[config.mk]
export PLATFORM = sky130hd
export DESIGN_NAME = serial_adder
export DESIGN_NICKNAME = d
export VERILOG_FILES = /design/src/rtl/serial_adder.sv
export SDC_FILE = /design/constraint.sdc
export NUM_CORES = 1
export LEC_CHECK = 0
export ABC_AREA = 1
export BUFFER_PORTS_ARGS = -buffer_cell sky130_fd_sc_hd__buf_2
export CORE_UTILIZATION = 40
export DETAILED_ROUTE_END_ITERATION = 6
export GPL_TIMING_DRIVEN = 0
export PLACE_DENSITY = 0.71
export SLEW_MARGIN = 25
export SYNTH_ARGS = -nofsm -noshare
export SYNTH_HDL_FRONTEND = slang
export SYNTH_SLANG_ARGS = --single-unit
export TNS_END_PERCENT = 100
[constraint.sdc]
create_clock -name clk -period 1.15 [get_ports clk]
set_input_delay 0.0575 -clock clk [delete_from_list [all_inputs] [get_ports clk]]
set_output_delay 0.0575 -clock clk [all_outputs]
set_load 0.005 [all_outputs]
[src/rtl/serial_adder.sv]
// Bit-serial adder: one full-adder cell and a registered carry process WIDTH-bit
// operands LSB first, with a start/ready/done handshake around the operation.
module serial_adder #(
   parameter int WIDTH = 8
) (
   input  logic             clk,
   input  logic             rst,
   input  logic             start,
   input  logic [WIDTH-1:0] a,
   input  logic [WIDTH-1:0] b,
   input  logic             cin,
   output logic             ready,
   output logic             busy,
   output logic             done,
   output logic [WIDTH-1:0] sum,
   output logic             cout
);

   localparam int CW = (WIDTH > 1) ? $clog2(WIDTH) : 1;

   typedef enum logic {
      IDLE,
      SHIFT
   } state_t;

   state_t           r_state;
   state_t           w_nextState;
   logic [WIDTH-1:0] r_sa;
   logic [WIDTH-1:0] r_sb;
   logic [WIDTH-1:1] r_sr;
   logic             r_c;
   logic [CW-1:0]    r_cnt;
   logic [WIDTH-1:0] r_sum;
   logic             r_cout;
   logic             r_done;

   logic             w_s;
   logic             w_cNext;
   logic             w_last;
   logic [WIDTH-1:0] w_srNext;

   assign w_s      = r_sa[0] ^ r_sb[0] ^ r_c;
   assign w_cNext  = (r_sa[0] & r_sb[0]) | (r_sb[0] & r_c) | (r_c & r_sa[0]);
   assign w_last   = (r_cnt == CW'(WIDTH - 1));
   // The bit computed this cycle completes the word, so sum can load the shifted value.
   assign w_srNext = {w_s, r_sr};

   always_ff @(posedge clk) begin
      if (rst) begin
         r_state <= IDLE;
      end else begin
         r_state <= w_nextState;
      end
   end

   always_comb begin
      w_nextState = r_state;
      ready       = 1'b0;
      busy        = 1'b0;
      case (r_state)
         IDLE: begin
            ready = 1'b1;
            if (start) begin
               w_nextState = SHIFT;
            end
         end
         SHIFT: begin
            busy = 1'b1;
            if (w_last) begin
               w_nextState = IDLE;
            end
         end
         default: w_nextState = IDLE;
      endcase
   end

   always_ff @(posedge clk) begin
      if (rst) begin
         r_sa   <= '0;
         r_sb   <= '0;
         r_sr   <= '0;
         r_c    <= 1'b0;
         r_cnt  <= '0;
         r_sum  <= '0;
         r_cout <= 1'b0;
         r_done <= 1'b0;
      end else begin
         r_done <= 1'b0;
         case (r_state)
            IDLE: begin
               if (start) begin
                  r_sa  <= a;
                  r_sb  <= b;
                  r_c   <= cin;
                  r_cnt <= '0;
               end
            end
            SHIFT: begin
               r_sa  <= r_sa >> 1;
               r_sb  <= r_sb >> 1;
               r_sr  <= w_srNext[WIDTH-1:1];
               r_c   <= w_cNext;
               r_cnt <= r_cnt + CW'(1);
               if (w_last) begin
                  r_sum  <= w_srNext;
                  r_cout <= w_cNext;
                  r_done <= 1'b1;
               end
            end
            default: ;
         endcase
      end
   end

   assign sum  = r_sum;
   assign cout = r_cout;
   assign done = r_done;

endmodule

======== Yosys cells after proc, flatten, opt, wreduce, memory -nomap -nowiden ========
Cells that the tools add are included.
storage, ports and cells
  word-level logic and storage cells ...... 36
  output and inout bits ................... 12
  bits of input ports ..................... 20
  register bits ........................... 38
operators by class
  bitwise gates (word level) .............. 8
  reduce and logical (&&, ||, !) cells .... 2
  equality and inequality tests ........... 2
  muxes and demuxes ....................... 14
  add/sub/neg operators ................... 1
operators by type and width
  cell                                                            count
  8-bit case mux with 2 select lines                              2
  8-bit two-way mux                                               2
  1-bit two-way mux                                               6
  3-bit case mux with 2 select lines                              1
  1-bit case mux with 2 select lines                              2
  3-bit by 1-bit adder with 3-bit output (second input constant)  1
  1-bit AND                                                       3
  3-bit equality test (second input constant)                     1
  3-bit two-way mux                                               1
  2-bit inequality test (second input constant)                   1
  1-bit OR                                                        2
  2-bit AND reduction                                             1
  2-bit OR reduction                                              1
  1-bit XOR                                                       2
  1-bit inverter                                                  1

======== Logic depth before layout (Yosys ltp) ========
  word-level depth ........................ 4
  depth in mapped cells ................... 7
  depth with buffers taken out ............ 6

======== Worst setup path before layout ========
OpenSTA, ideal clock, no wires.
  path kind ............................... register -> register
  from .................................... register r_cnt[0]
  to ...................................... register r_cout (netlist: cout)
  path buffers ............................ 0
  stages on the path, launching flop included .. 7
  path slack .............................. 0.034 ns
  period minus slack after synthesis ...... 1.116 ns
  required time ........................... 1.038 ns
  arrival time ............................ 1.003 ns
  setup time .............................. 0.112 ns
  cells stage by stage .................... dfxtp_1 > ha_1 > ha_1 > nand3_1 > inv_1 > nand2_1 > nand2_1
between the ends
  cells in the longest elaborated chain, start to end .. 2
ends and longest elaborated chain
  element                               line  RTL
  from (decl)                           32    logic [CW-1:0] r_cnt;
  from (signal assigned)                103   r_cnt <= r_cnt + CW'(1);
  3-bit equality test                   44    assign w_last = (r_cnt == CW'(WIDTH - 1));
  net w_last                            39    logic w_last;
  2-bit AND reduction (no source line)  --
  to (signal assigned)                  106   r_cout <= w_cNext;
  to (decl)                             34    logic r_cout;
The timed path passes the listed nets, and every way through them passes these cells.
A chain may end at the register's enable or synchronous reset.

======== Worst setup path in the final report ========
  from .................................... register r_state
  to ...................................... register r_cnt[2]
between the ends
  cells in the longest elaborated chain, start to end .. 2
  elaborated cells on any way between the ends .. 3
  those cells by class .................... eq/ne (1); mux (1); bitwise (1)
ends and longest elaborated chain
  element                                                                      line  RTL
  from (decl)                                                                  26    state_t r_state;
  from (signal assigned)                                                       52    r_state <= w_nextState;
  1-bit inverter                                                               --
  3-bit case mux with 2 select lines or 2-bit inequality test (tied branches)  --
Several ways; a longest one is shown, not always the timed one.

==> qor.txt <==
Sw Ratio -> 24.5%
die height -> 65.4 µm
reg2reg end -> r_cnt[2]
R2R cell count -> 6
H-Tree Depth -> 2
Routed WL -> 3320 µm
LEAKAGE -> 1.06 nW
Hold EP -> r_cnt[1]
CP Capture Type -> flop
Worst Tran Pin Value -> 0.197 ns
routed len/inst -> 10.9 µm
Nets -> 280
pin count of the biggest net entering global routing -> 14
num rows -> 22
Sw Pwr -> 0.706 mW
WP data required -> 1.37 ns
initial antenna violation count -> 0
Initial Utilization -> 42.9%
worst-skew pair later-pin latency -> 0.29 ns
PD cells -> 1400 nW/µm²
vias in the first global route -> 1261
FF-to-FF Start -> r_state
Max-cap violations -> 0
Worst setup SP type -> flop
drt pass-1 iters -> 5
vias -> 1435
final cycle utilization of the critical path -> 96.6%
Die Wd -> 65.4 µm
critical path class -> flop to flop
Core Box Area -> 3740 µm²
Syn-to-layout area delta -> 28.6%
Finish-stage setup viols -> 0
die area -> 4270 µm²
DRT iter0 DRCs -> 47
Final Skew -> 0.00806 ns
clock sink count -> 38
antenna fix cells -> 0
Gate power share -> 11.9%
status -> complete, no violations
Worst Path Arrival -> 1.33 ns
Crit Path Max Fanout -> 6
min-delay src -> rst
gr ovfl total -> 0
clk slew on worst S/H paths -> 0.08 ns
Max clock buf depth -> 2
cell area after synthesis -> 1610 µm²
Yosys reg bits -> 38
final max-slew violation count -> 0
Synthesis Warnings -> 0
RSZ-0062 raised after global routing -> yes
Syn Nets -> 236
class of the worst hold path -> input pin to flop
max frequency -> 900 MHz
Internal Power -> 2.18 mW
most common cell after layout, fill and taps aside -> nand2_1
first-pass GRT wire length -> 5700 µm
commonest cells after routing, fill and taps aside -> nand2_1 (63), nand3_1 (39), buf_2 (34), dfxtp_1 (34), inv_1 (19)
CTS tree -> built
ANT nets after route -> 0
CTS Buf Count -> 5
post-DP HPWL -> 2220 µm
area share of the largest cell type after synthesis -> 47.4%
Flop pwr share -> 49.0%
Max IR drop VDD -> 0.740 mV
gpl congestion -> 0.765
Vias/cell -> 4.69
Fin Hold WS -> 0.00389 ns
Post-Syn Instances -> 213
Period minus WS final -> 1.11 ns
IO Port Bufs -> 30
# IOs -> 32
Fin Setup TNS -> 0 ns
sequential area share after synthesis -> 47.4%
Yosys cell types -> 15
biggest area consumer among synthesized cells -> dfxtp_1
Reg2Reg Setup Slack -> 0.04 ns
layout cells sized above 1 -> 28.7%
Clk pwr share -> 39.1%
Area contributors post-synth -> dfxtp_1 (47%), nand2_1 (15%), nand3_1 (12%), inv_1 (4.9%), buf_6 (4.2%)
syn_area_per_cell -> 7.54 µm²
drc violations -> 0
Clock Tree Root -> clkbuf_8
hold depth -> 2
Hold Violations, Final -> 0
GRT Util Overall -> 17.9%
Rel. slew slack -> 86.7%
## layout make-up
type | instances | area [µm²]
Clock inverter | 3 | 45.0
Clock buffer | 5 | 68.8
Inverter | 23 | 86.3
Tap cell | 48 | 60.1
Sequential cell | 38 | 768
Timing Repair Buffer | 38 | 229
Buffer | 12 | 98.8
Fill cell | 368 | 1680
Multi-Input combinational cell | 139 | 709
## critical path, stage by stage (launching register included)
cell,delay (ns)
dfxtp_4,0.38
buf_12,0.13
nor2_8,0.10
buf_6,0.13
buf_6,0.12
nand2_1,0.06
a21oi_1,0.12
## kinds of logic after synthesis
| logic type | share of synthesized area, % |
|---|---|
| adders and majority gates | 2.80 |
| AOI/OAI and AO/OA | 6.23 |
| and+or+nand+nor | 31.4 |
| buffers and inverters | 12.2 |
| DFF | 47.4 |
## synth_stat cells, drive strengths merged
library cell  count
nand3            40
ha                2
fa                1
nand2            65
o21ai            11
inv              23
nor2             11
buf              13
dfxtp            38
a21oi             9
## through the flow
| stage | std cells | instance area [µm²] | power [mW] | utilization, % | setup WS (ns) |
|---|---|---|---|---|---|
| floorplan | 213 | 1610 | 1.65 | - | 0.0345 |
| global placement | 291 | 1820 | 1.73 | 48.5 | -0.128 |
| detailed placement | 291 | 1820 | 1.74 | 48.5 | -0.136 |
| CTS | 301 | 1970 | 2.88 | 52.5 | -0.0164 |
| global route | 306 | 2070 | 3.03 | 55.2 | -0.0183 |
| finish | 306 | 2070 | 2.89 | 55.2 | 0.0392 |
## per-layer routing
layer | global-route usage (%) | vias to the layer above | share of wire [%]
met5 | 0 | - | 0
met4 | 7.34 | 0 | 0.99
met3 | 6.25 | 2 | 3.9
met2 | 27.6 | 31 | 47
met1 | 22.6 | 642 | 49
li1 | - | 760 | -
## state kept, by name, summed over array words and instances (netlist names)
name     count
cout         1
done         1
r_c          1
r_cnt        3
r_sa         8
r_sb         8
r_sr         7
r_state      1
sum          8
## repair_timing
action                                 CTS  global route
endpoints found under the hold margin    1             0
resized for setup                        3            21
pin swaps                                1             5
setup buffers                            1             5
setup endpoints to repair                8            29
hold buffers                             1             0
cloned                                   0             1
## how the worst max path moves through the flow
stage | from | endpoint | slack, ns | depth (start not counted)
after detailed placement | r_cnt[0] | sum[3] | -0.14 | 6
after global routing | r_state | r_cnt[1] | -0.02 | 6
final | r_state | r_cnt[2] | 0.04 | 6
after floorplan | r_cnt[0] | cout | 0.03 | 6
after global placement | r_cnt[0] | sum[3] | -0.13 | 6
after CTS | r_cnt[0] | sum[5] | -0.02 | 5
## power by group through the flow
stage	registers [mW]	clock network [mW]	logic [mW]
2_1_floorplan	1.43	0	0.215
3_3_place_gp	1.44	0	0.298
3_5_place_dp	1.44	0	0.300
4_1_cts	1.41	1.15	0.316
5_1_grt	1.42	1.22	0.389
6_report	1.41	1.13	0.342
Note: power is estimated with default switching activity, not from simulation.
